**src/rtl/sram_audio_streamer_pkg.sv**
```systemverilog
// Shared types and constants for the SRAM audio playback engine.
package audio_pkg;

  typedef enum logic [1:0] {
    IDLE  = 2'd0,
    PLAY  = 2'd1,
    PAUSE = 2'd2,
    DRAIN = 2'd3
  } play_state_t;

  typedef enum logic [1:0] {
    F_IDLE = 2'd0,
    F_READ = 2'd1,
    F_TURN = 2'd2
  } fetch_state_t;

  localparam int DEF_DATA_W = 16;
  localparam int DEF_NUM_CH = 2;

  typedef logic [DEF_NUM_CH-1:0][DEF_DATA_W-1:0] frame_t;

  // The SRAM is only ever read: chip and byte lanes stay enabled, WE_N stays high.
  localparam logic SRAM_CE_N_ON   = 1'b0;
  localparam logic SRAM_BE_N_ON   = 1'b0;
  localparam logic SRAM_OE_N_IDLE = 1'b1;
  localparam logic SRAM_WE_N_IDLE = 1'b1;

endpackage

```
**src/rtl/sram_audio_streamer_if.sv**
```systemverilog
// Async SRAM read bus: the streamer drives controls/address, the SRAM returns data.
interface sram_audio_streamer_if #(
  parameter int ADDR_W = 20,
  parameter int DATA_W = 16
);
  logic              SRAM_CE_N;
  logic              SRAM_UB_N;
  logic              SRAM_LB_N;
  logic              SRAM_OE_N;
  logic              SRAM_WE_N;
  logic [ADDR_W-1:0] SRAM_ADDR;
  logic [DATA_W-1:0] sram_rdata;

  modport master (
    output SRAM_CE_N, SRAM_UB_N, SRAM_LB_N, SRAM_OE_N, SRAM_WE_N, SRAM_ADDR,
    input  sram_rdata
  );

  modport slave (
    input  SRAM_CE_N, SRAM_UB_N, SRAM_LB_N, SRAM_OE_N, SRAM_WE_N, SRAM_ADDR,
    output sram_rdata
  );
endinterface

```
**src/rtl/sram_audio_streamer_frame_fifo.sv**
```systemverilog
// Synchronous frame FIFO; a pop frees its slot for a push in the same cycle.
module frame_fifo #(
  parameter int WIDTH = 32,
  parameter int DEPTH = 8
) (
  input  logic                   Clk,
  input  logic                   reset_n,
  input  logic                   flush,
  input  logic                   push,
  input  logic                   pop,
  input  logic [WIDTH-1:0]       wr_data,
  output logic [WIDTH-1:0]       rd_data,
  output logic                   full,
  output logic                   empty,
  output logic [$clog2(DEPTH):0] count
);
  localparam int AW = $clog2(DEPTH);

  logic [WIDTH-1:0] mem [DEPTH];
  logic [AW-1:0]    wr_idx_reg;
  logic [AW-1:0]    rd_idx_reg;
  logic [AW:0]      count_reg;
  logic             do_push;
  logic             do_pop;

  assign empty   = (count_reg == '0);
  assign full    = (count_reg == (AW+1)'(DEPTH));
  assign do_pop  = pop && !empty;
  assign do_push = push && (!full || do_pop);
  assign count   = count_reg;
  assign rd_data = mem[rd_idx_reg];

  always_ff @(posedge Clk) begin
    if (do_push) begin
      mem[wr_idx_reg] <= wr_data;
    end
  end

  always_ff @(posedge Clk) begin
    if (!reset_n || flush) begin
      wr_idx_reg <= '0;
      rd_idx_reg <= '0;
      count_reg  <= '0;
    end else begin
      if (do_push) wr_idx_reg <= wr_idx_reg + AW'(1);
      if (do_pop)  rd_idx_reg <= rd_idx_reg + AW'(1);
      count_reg <= count_reg + (AW+1)'(do_push) - (AW+1)'(do_pop);
    end
  end
endmodule

```
**src/rtl/sram_audio_streamer.sv**
```systemverilog
// SRAM-to-audio playback engine: fetches interleaved PCM frames into a FIFO
// and hands one frame to the audio driver per sample tick.
module sram_audio_streamer
  import audio_pkg::*;
#(
  parameter int ADDR_W     = 20,
  parameter int DATA_W     = 16,
  parameter int NUM_CH     = 2,
  parameter int FIFO_DEPTH = 8,
  parameter int RD_WAIT    = 2
) (
  input  logic                     Clk,
  input  logic                     reset_n,
  input  logic                     start,
  input  logic                     cont,
  input  logic                     loop_en,
  input  logic [ADDR_W-1:0]        base_addr,
  input  logic [ADDR_W-1:0]        end_addr,
  input  logic                     sample_tick,
  sram_audio_streamer_if.master    sram,
  output logic [NUM_CH*DATA_W-1:0] ch_data,
  output logic                     frame_valid,
  output logic                     underrun,
  output logic [1:0]               state_o
);
  localparam int CH_W    = (NUM_CH > 1) ? $clog2(NUM_CH) : 1;
  localparam int WAIT_W  = (RD_WAIT > 1) ? $clog2(RD_WAIT) : 1;
  localparam int CNT_W   = $clog2(FIFO_DEPTH) + 1;
  localparam int FRAME_W = NUM_CH * DATA_W;

  play_state_t       state_reg, state_next;
  fetch_state_t      fetch_reg, fetch_next;
  logic              start_d_reg, cont_d_reg, start_edge, cont_edge;
  logic [ADDR_W-1:0] base_reg, end_reg, rd_ptr_reg;
  logic [CH_W-1:0]   ch_idx_reg;
  logic [WAIT_W-1:0] wait_reg;
  logic              hit_reg, done_reg;
  logic [DATA_W-1:0] frame_reg [NUM_CH];
  logic [FRAME_W-1:0] frame_packed, fifo_rd_data, ch_data_reg;
  logic              frame_valid_reg, underrun_reg;
  logic              fifo_full, fifo_empty;
  logic [CNT_W-1:0]  fifo_count;
  logic              pop, push, capture, last_word, word_at_end, frame_hit;
  logic              run_ok, room_after_push;

  assign start_edge  = start & ~start_d_reg;
  assign cont_edge   = cont & ~cont_d_reg;
  assign capture     = (fetch_reg == F_READ) && (wait_reg == WAIT_W'(RD_WAIT - 1));
  assign last_word   = (ch_idx_reg == CH_W'(NUM_CH - 1));
  assign push        = (fetch_reg == F_TURN) && last_word;
  // A reversed range degenerates to a single frame at base: every frame counts as the last.
  assign word_at_end = (rd_ptr_reg == end_reg) || (end_reg < base_reg);
  assign frame_hit   = hit_reg || word_at_end;
  assign run_ok      = (state_reg == PLAY) && !done_reg;
  assign pop         = sample_tick && ((state_reg == PLAY) || (state_reg == DRAIN))
                       && !fifo_empty && !start_edge;
  assign room_after_push = pop ? (fifo_count < CNT_W'(FIFO_DEPTH))
                               : (fifo_count < CNT_W'(FIFO_DEPTH - 1));

  assign sram.SRAM_CE_N = SRAM_CE_N_ON;
  assign sram.SRAM_UB_N = SRAM_BE_N_ON;
  assign sram.SRAM_LB_N = SRAM_BE_N_ON;
  assign sram.SRAM_WE_N = SRAM_WE_N_IDLE;
  assign sram.SRAM_OE_N = (fetch_reg == F_READ) ? ~SRAM_OE_N_IDLE : SRAM_OE_N_IDLE;
  assign sram.SRAM_ADDR = rd_ptr_reg;

  assign ch_data     = ch_data_reg;
  assign frame_valid = frame_valid_reg;
  assign underrun    = underrun_reg;
  assign state_o     = state_reg;

  genvar gi;
  generate
    for (gi = 0; gi < NUM_CH; gi++) begin : g_slot
      always_ff @(posedge Clk) begin
        if (capture && (ch_idx_reg == CH_W'(gi))) begin
          frame_reg[gi] <= sram.sram_rdata;
        end
      end
      assign frame_packed[gi*DATA_W +: DATA_W] = frame_reg[gi];
    end
  endgenerate

  frame_fifo #(.WIDTH(FRAME_W), .DEPTH(FIFO_DEPTH)) u_fifo (
    .Clk     (Clk),
    .reset_n (reset_n),
    .flush   (start_edge),
    .push    (push),
    .pop     (pop),
    .wr_data (frame_packed),
    .rd_data (fifo_rd_data),
    .full    (fifo_full),
    .empty   (fifo_empty),
    .count   (fifo_count)
  );

  always_comb begin
    state_next = state_reg;
    fetch_next = fetch_reg;
    if (start_edge) begin
      state_next = PLAY;
    end else begin
      case (state_reg)
        PLAY:    if (cont_edge) state_next = PAUSE;
                 else if (done_reg && fetch_reg == F_IDLE) state_next = DRAIN;
        PAUSE:   if (cont_edge) state_next = PLAY;
        DRAIN:   if (sample_tick && fifo_empty) state_next = IDLE;
        default: state_next = state_reg;
      endcase
    end
    // New frames begin only at frame boundaries, so a pause lets the current frame finish.
    case (fetch_reg)
      F_IDLE:  if (run_ok && !fifo_full) fetch_next = F_READ;
      F_READ:  if (capture) fetch_next = F_TURN;
      F_TURN:  if (!last_word) fetch_next = F_READ;
               else if (run_ok && !(frame_hit && !loop_en) && room_after_push) fetch_next = F_READ;
               else fetch_next = F_IDLE;
      default: fetch_next = F_IDLE;
    endcase
    if (start_edge) fetch_next = F_IDLE;
  end

  always_ff @(posedge Clk) begin
    if (!reset_n) begin
      state_reg       <= IDLE;
      fetch_reg       <= F_IDLE;
      start_d_reg     <= 1'b0;
      cont_d_reg      <= 1'b0;
      base_reg        <= '0;
      end_reg         <= '0;
      rd_ptr_reg      <= '0;
      ch_idx_reg      <= '0;
      wait_reg        <= '0;
      hit_reg         <= 1'b0;
      done_reg        <= 1'b0;
      ch_data_reg     <= '0;
      frame_valid_reg <= 1'b0;
      underrun_reg    <= 1'b0;
    end else begin
      start_d_reg     <= start;
      cont_d_reg      <= cont;
      state_reg       <= state_next;
      fetch_reg       <= fetch_next;
      frame_valid_reg <= pop;

      if (pop) ch_data_reg <= fifo_rd_data;
      else if (state_reg == DRAIN && state_next == IDLE) ch_data_reg <= '0;

      if (start_edge) underrun_reg <= 1'b0;
      else if (sample_tick && state_reg == PLAY && fifo_empty) underrun_reg <= 1'b1;

      if (start_edge) begin
        base_reg   <= base_addr;
        end_reg    <= end_addr;
        rd_ptr_reg <= base_addr;
        ch_idx_reg <= '0;
        wait_reg   <= '0;
        hit_reg    <= 1'b0;
        done_reg   <= 1'b0;
      end else begin
        case (fetch_reg)
          F_READ: wait_reg <= capture ? '0 : wait_reg + WAIT_W'(1);
          F_TURN: begin
            if (last_word) begin
              ch_idx_reg <= '0;
              hit_reg    <= 1'b0;
              if (frame_hit && loop_en) begin
                rd_ptr_reg <= base_reg;
              end else begin
                rd_ptr_reg <= rd_ptr_reg + ADDR_W'(1);
                if (frame_hit) done_reg <= 1'b1;
              end
            end else begin
              ch_idx_reg <= ch_idx_reg + CH_W'(1);
              rd_ptr_reg <= rd_ptr_reg + ADDR_W'(1);
              if (word_at_end) hit_reg <= 1'b1;
            end
          end
          default: ;
        endcase
      end
    end
  end
endmodule

```
**src/flat_wrapper.sv**
```systemverilog
// flat-port wrapper written by rule: the top's interface ports become plain ports
module sram_audio_streamer_flat import audio_pkg::*;
#(
  parameter int ADDR_W     = 20,
  parameter int DATA_W     = 16,
  parameter int NUM_CH     = 2,
  parameter int FIFO_DEPTH = 8,
  parameter int RD_WAIT    = 2
)
  (Clk, reset_n, start, cont, loop_en, base_addr, end_addr, sample_tick, ch_data, frame_valid, underrun, state_o, sram_SRAM_CE_N, sram_SRAM_UB_N, sram_SRAM_LB_N, sram_SRAM_OE_N, sram_SRAM_WE_N, sram_SRAM_ADDR, sram_sram_rdata);
  sram_audio_streamer_if #(.ADDR_W(ADDR_W), .DATA_W(DATA_W)) sram_i ();
  input  logic Clk;
  input  logic reset_n;
  input  logic start;
  input  logic cont;
  input  logic loop_en;
  input  logic [ADDR_W-1:0] base_addr;
  input  logic [ADDR_W-1:0] end_addr;
  input  logic sample_tick;
  output logic [NUM_CH*DATA_W-1:0] ch_data;
  output logic frame_valid;
  output logic underrun;
  output logic [1:0] state_o;
  output wire logic [$bits(sram_i.SRAM_CE_N)-1:0] sram_SRAM_CE_N;
  output wire logic [$bits(sram_i.SRAM_UB_N)-1:0] sram_SRAM_UB_N;
  output wire logic [$bits(sram_i.SRAM_LB_N)-1:0] sram_SRAM_LB_N;
  output wire logic [$bits(sram_i.SRAM_OE_N)-1:0] sram_SRAM_OE_N;
  output wire logic [$bits(sram_i.SRAM_WE_N)-1:0] sram_SRAM_WE_N;
  output wire logic [$bits(sram_i.SRAM_ADDR)-1:0] sram_SRAM_ADDR;
  input wire logic [$bits(sram_i.sram_rdata)-1:0] sram_sram_rdata;
  assign sram_SRAM_CE_N = sram_i.SRAM_CE_N;
  assign sram_SRAM_UB_N = sram_i.SRAM_UB_N;
  assign sram_SRAM_LB_N = sram_i.SRAM_LB_N;
  assign sram_SRAM_OE_N = sram_i.SRAM_OE_N;
  assign sram_SRAM_WE_N = sram_i.SRAM_WE_N;
  assign sram_SRAM_ADDR = sram_i.SRAM_ADDR;
  assign sram_i.sram_rdata = sram_sram_rdata;
  sram_audio_streamer #(.ADDR_W(ADDR_W), .DATA_W(DATA_W), .NUM_CH(NUM_CH), .FIFO_DEPTH(FIFO_DEPTH), .RD_WAIT(RD_WAIT)) u_core (.Clk(Clk), .reset_n(reset_n), .start(start), .cont(cont), .loop_en(loop_en), .base_addr(base_addr), .end_addr(end_addr), .sample_tick(sample_tick), .sram(sram_i), .ch_data(ch_data), .frame_valid(frame_valid), .underrun(underrun), .state_o(state_o));
endmodule
```
**config.mk**
```make
export PLATFORM = sky130hd
export DESIGN_NAME = sram_audio_streamer_flat
export DESIGN_NICKNAME = d
export VERILOG_FILES = /design/src/rtl/sram_audio_streamer_pkg.sv /design/src/rtl/sram_audio_streamer_if.sv /design/src/rtl/sram_audio_streamer_frame_fifo.sv /design/src/rtl/sram_audio_streamer.sv /design/src/flat_wrapper.sv
export SDC_FILE = /design/constraint.sdc
export NUM_CORES = 1
export LEC_CHECK = 0
export BUFFER_PORTS_ARGS = -buffer_cell sky130_fd_sc_hd__buf_4
export CELL_PAD_IN_SITES_DETAIL_PLACEMENT = 1
export CELL_PAD_IN_SITES_GLOBAL_PLACEMENT = 1
export CORE_MARGIN = 4
export CORE_UTILIZATION = 49
export CTS_CLUSTER_DIAMETER = 60
export DETAILED_ROUTE_END_ITERATION = 10
export GPL_ROUTABILITY_DRIVEN = 0
export PLACE_DENSITY = 0.83
export REMOVE_ABC_BUFFERS = 1
export SLEW_MARGIN = 0
export SYNTH_ARGS = -nofsm -noshare
export SYNTH_HDL_FRONTEND = slang
export SYNTH_SLANG_ARGS = --single-unit
```
**constraint.sdc**
```tcl
create_clock -name Clk -period 5.3 [get_ports Clk]
set_input_delay 0.795 -clock Clk [delete_from_list [all_inputs] [get_ports Clk]]
set_output_delay 0.795 -clock Clk [all_outputs]
set_load 0.03 [all_outputs]
```
==> results of run 1 <==
==> logic make-up after synthesis <==
group | count (synthesis) | share of synthesized area, %
AOI/OAI and AO/OA | 143 | 6.40
other | 2 | 0.0458
adders and majority gates | 30 | 2.34
xor gates and xnor gates | 43 | 2.30
DFF | 405 | 67.0
buffers and inverters | 93 | 2.40
muxes | 119 | 12.4
and+or+nand+nor | 242 | 7.08
==> synthesized netlist by cell type, types with 3 or more instances <==
master    number
o21ai_0        3
xor2_1        15
nand2b_1       5
a22oi_1       33
edfxtp_1     288
buf_4          4
mux4_2        64
mux2_2        33
nand4_1       11
and3_1         7
dfxtp_1      117
a31oi_1        3
nand3_1       10
a21boi_0      42
and2_1         6
nor3b_1        4
nor3_1         8
xnor2_1       28
a21oi_1       31
clkbuf_1      41
mux2i_1       22
o221ai_1      18
nor2b_1       35
buf_1          6
inv_1         28
buf_2         10
nand2_1      112
ha_1          29
nor2_1        34
==> cell usage in the layout, fill, tap and decap left out, types with 33 or more instances in the layout <==
master / synthesis / layout
buf_4: 4 / 135
a21boi_0: 42 / 42
nor2b_1: 35 / 34
mux4_2: 64 / 64
a22oi_1: 33 / 33
mux2_2: 33 / 33
nand2_1: 112 / 112
dfxtp_1: 117 / 115
clkbuf_16: 0 / 42
edfxtp_1: 288 / 288
==> area by class of cell <==
cell class | count | area [sq um] | share of cell area (%)
clock buffers | 50 | 1090 | 5.70
clock inverters | 26 | 269 | 1.40
inverters | 28 | 105 | 0.549
multi-input cells | 581 | 5080 | 26.5
flip-flops and latches | 405 | 11000 | 57.4
well taps | 442 | 553 | 2.89
repair buffers | 137 | 1050 | 5.50
==> through the flow <==
stage          cells  utilization [%]  hold WS, ps  setup slack, ps  cell area [sq um]
6_report        1669             58.4          440             2280              19200
5_1_grt         1669             58.4          413             2090              19200
4_1_cts         1669             58.4          416             2240              19200
3_5_place_dp    1593             54.3          469             1760              17800
3_3_place_gp    1593             54.3          471             1880              17800
2_1_floorplan   1014                -          453            -1020              16100
==> per-layer routing <==
metal / track usage [%] / wire length (microns)
met5: 0 / 0
met4: 6.41 / 978
met3: 4.04 / 2220
met2: 38.7 / 20800
met1: 29.9 / 16700
==> where the power goes <==
part           internal, uW  total, uW  switching [uW]  leakage [uW]
combinational           123        287             164       0.00242
sequential             3380       3430            48.3       0.00354
clock                  1680       2900            1220      0.000665
total                  5190       6620            1430       0.00663
==> worst paths after layout <==
kind                              end  cells past startpoint                   start
max          u_core.u_fifo.mem[0][26]                      8  u_core.u_fifo.count[2]
min           u_core.frame_reg[0][25]                      1      sram_sram_rdata[9]
max reg2reg  u_core.u_fifo.mem[0][26]                      8  u_core.u_fifo.count[2]
min reg2reg        u_core.base_reg[2]                      2      u_core.base_reg[2]
==> results.toml, run 1 <==
[sta]
drv_slew = 0
min_period_over_period_pct = 57.0
rsz0062_at_grt = "no"
fin_crit_ps = 3020
worst_pin_slew_ps = 1240
slew_headroom_pct = 17.0
fin_worst_skew_ps = 24.6
setup_tns_ps = 0
finalHoldViolCount = 0
max_freq_mhz = 331
setup_violations = 0

[finish]
largest_reg_flops = 256
diodes = 0
area_growth_pct = 16.8
finalNetCount = 1287
nFillCells = 3098
drive_gt1_share_pct = 25.9

[detailed_routing]
drt-initial-drc-count = 749
routedWlPerCell_microns = 24.4
drt_pass1_iterations = 5
antenna_left = 0
avgViaCountPerCell = 5.79
wl_microns = 40700
vias = 9667
post-route-drc-count = 0

[synthesis]
synth_top_flop_cell = "edfxtp_1"
syn_inst = 1077
async_reset_ff_share_pct = 0
yosys.area.top_type = "edfxtp_1"
yosysWarnings = 0
synth_edf_count = 288
synthTopCellsByArea = "edfxtp_1 (53%), dfxtp_1 (14%), mux4_2 (8.8%), nand2_1 (2.6%), mux2_2 (2.3%)"
yosysTopAreaCellShare_pct = 52.8
yosys.cell_types.count = 50
postSynthAreaPerCell_sq_um = 15.2
synth_area_sq_um = 16400
synth_seq_cells = 405
ys_seq_area_share_pct = 67.0

[floorplanning]
die_w_microns = 191
dieArea_sq_um = 36400
core_sq_um = 32800
die_h_microns = 191
ioPinCount = 123
start_util_pct = 50.0
rows = 66

[global_routing]
grt_overflow = 0
first_global_vias = 10600
grt_pass1_wl_microns = 62700
grt_usage_pct = 22.6
grt_max_degree = 99
antenna_found_initial = 0

[pwr]
power_density_nw_per_um2 = 346
total_power_uw = 6620
vdd_ir_drop_max_mv = 0.217
static-leakage-power_uw = 0.00663

[worst_setup_path]
required_ps = 5530
slowest_delay_ps = 680
worstSetupPathType = "reg -> reg"
startpoint_type = "register"
cp_max_fo = 25
cp_slowest_cell = "nor3_2"
worst_ep_arrival_time_ps = 3250
rrSetupSlack_ps = 2280
crit_path_end_kind = "register"
critPathTopFamily = "simple AND/OR/NAND/NOR gates"
path_cells = "inv_1 -> ha_1 -> nor3b_1 -> nor3_4 -> o211ai_1 -> or2_2 -> nor3_2 -> buf_12"
crit_buf_inv = 2

[flow_run]
drv_cap = 0

[clock_network]
cts_setup_buffers = 0
ctsResizeCount = 0
hold_buffers = 0
cts_made_buffers = 42
worstSkewPairLatency_ps = 550
cts_sinks = 405
clkTransAtPathRegs_ps = 70
cts_buffer_depth = 3
cts_root_buffer = "clkbuf_16"
cts_tree = "done"
htreeDepth = 2

[placed_design]
dpl.hpwl_microns = 24500
port_buffers = 118

[status]
outcome = "finished clean"

[worst_hold_path]
hold_path.class = "in -> reg"
No activity file was read; power rests on OpenSTA's default activity.
==> run 2: changes to the inputs <==
clock period = 3 ns   (was 5.3 ns; I/O delays follow)
==> run 2 against run 1 <==
Setup slack lost 2100 ps. Count of clock-buffer cells in the layout shrank 1. Clock power grew 74%. Power grew 76%. Design area grew 0.91%. Die area is the same. Wire length grew 2.8%. Critical path type unchanged. Sequential power grew 77%. Combinational power grew 79%.
==> results.toml, run 2 (synthesized netlist as in run 1, its figures left out) <==
[floorplanning]
die_w_microns = 191
start_util_pct = 50.0
ioPinCount = 123
die_h_microns = 191
core_sq_um = 32800
rows = 66
dieArea_sq_um = 36400

[clock_network]
cts_root_buffer = "clkbuf_16"
clkTransAtPathRegs_ps = 70
worstSkewPairLatency_ps = 540
cts_buffer_depth = 3
htreeDepth = 2
hold_buffers = 0
cts_setup_buffers = 0
ctsResizeCount = 0
cts_sinks = 405
cts_tree = "done"
cts_made_buffers = 41

[pwr]
p_sw_share_pct = 21.8
vdd_ir_drop_max_mv = 0.381
static-leakage-power_uw = 0.00672
power_density_nw_per_um2 = 602
seq_power_share_pct = 52.1
combPwrFrac_pct = 4.4
p_int_uw = 9100
power.switching_uw = 2530
p_clk_share_pct = 43.5

[detailed_routing]
routedWlPerCell_microns = 24.8
wl_met3_microns = 1770
top_layer = "met4"
post-route-drc-count = 0
wl_microns = 41800
drt-met1-wl_microns = 17400
drt-initial-drc-count = 696
dr_wl_met2_microns = 21800
vias = 9681
antenna_left = 0
drt_pass1_iterations = 5
avgViaCountPerCell = 5.75

[global_routing]
grt_pass1_wl_microns = 64000
grt_overflow = 0
antenna_found_initial = 1
grt_usage_pct = 23.1
first_global_vias = 10500
grt_max_degree = 59

[worst_hold_path]
hold_path.class = "in -> reg"
min_from = "sram_sram_rdata[0]"
hold_path_end = "u_core.frame_reg[0][0]"
worstHoldPathCells = 1

[finish]
final_cell_mix = "edfxtp_1 (288), buf_4 (142), dfxtp_1 (115)"
area_growth_pct = 17.9
layout_commonest_cell = "edfxtp_1"
utilization_pct = 58.9
nFillCells = 3124
largest_reg_flops = 256
finalNetCount = 1301
drive_gt1_share_pct = 26.9

[placed_design]
port_buffers = 118
place_ws_ps = 269
dpl.hpwl_microns = 25800

[sta]
fin_crit_ps = 2770
setup_violations = 0
hold_ws_ps = 104
max_freq_mhz = 360
slew_headroom_pct = 19.8
fin_worst_skew_ps = 19.3
rsz0062_at_grt = "no"
worst_pin_slew_ps = 1200
finalHoldViolCount = 0
drv_slew = 0
min_period_over_period_pct = 92.5
layout_setup_ws_ps = 225

[worst_setup_path]
ff2ff_path_depth = 10
required_ps = 3180
r2r-start = "u_core.u_fifo.count[2]"
startpoint_type = "register"
cp_max_fo = 22
worst_ep_arrival_time_ps = 2960
r2r-end = "u_core.u_fifo.mem[2][26]"
worstSetupPathType = "reg -> reg"
rrSetupSlack_ps = 230
crit_path_end_kind = "register"

[flow_run]
drv_cap = 0

[status]
outcome = "finished clean"
## run 2: cell count changes in the layout (fill, tap and decap cells not counted), moves of 2 or more
cell | before | now
buf_12 | 2 | 9
buf_4 | 135 | 142
clkinv_4 | 0 | 2
clkinv_8 | 0 | 2
## run 2: worst max-delay path, cell delays in order, from the launching register on
cell and delay [ps]:
dfxtp_1 340, inv_1 90, ha_1 200, nor3b_1 170
nor3_4 300, o211ai_1 170, buf_4 200, inv_1 130
nand2_1 160, nor3_2 220, buf_4 420
## run 2: how the worst max path moves through the flow
stage | startpoint | endpoint | slack, ps | depth (start not counted)
finish | u_core.u_fifo.count[2] | u_core.u_fifo.mem[2][26] | 230 | 10
global route | u_core.u_fifo.count[2] | u_core.u_fifo.mem[2][12] | 50 | 10
CTS | u_core.u_fifo.count[2] | u_core.u_fifo.mem[3][4] | 160 | 10
detailed placement | u_core.u_fifo.count[2] | u_core.u_fifo.mem[3][23] | 270 | 10
global placement | u_core.u_fifo.count[2] | u_core.u_fifo.mem[4][0] | 420 | 9
floorplan | start | u_core.u_fifo.mem[4][0] | -2970 | 5
## run 2: layout make-up
cell class                 instances  area (sq um)  share of cell area [%]
clock inverter                    27           262                    1.35
antenna                            1          2.50                  0.0129
inverter                          28           105                   0.544
clock buffer                      49          1070                    5.52
timing repair buffer             152          1260                    6.51
sequential                       405         11000                    56.9
tap                              442           553                    2.86
multi-input combinational        581          5080                    26.3
## run 2: through the flow
| stage | setup TNS [ps] | power [uW] | instance area, sq um | std cells |
|---|---|---|---|---|
| 4_1_cts | 0 | 11700 | 19300 | 1684 |
| 3_5_place_dp | 0 | 6690 | 18000 | 1608 |
| 3_3_place_gp | 0 | 6670 | 18000 | 1608 |
| 5_1_grt | 0 | 12100 | 19300 | 1685 |
| 2_1_floorplan | -688870 | 6440 | 16100 | 1014 |
| 6_report | 0 | 11600 | 19300 | 1685 |
## run 2: power by group through the flow
stage                     Sequential, uW  Combinational, uW  Clock [uW]
final                               6060                515        5060
after global routing                6060                561        5420
after CTS                           6060                518        5150
after detailed placement            6180                512           0
after global placement              6180                496           0
after floorplan                     6200                242           0
## run 2: metal layers
metal | GRT usage, % | vias up
met5 | 0 | -
met4 | 5.03 | 0
met3 | 3.07 | 47
met2 | 41.0 | 274
met1 | 30.6 | 5039
li1 | - | 4321
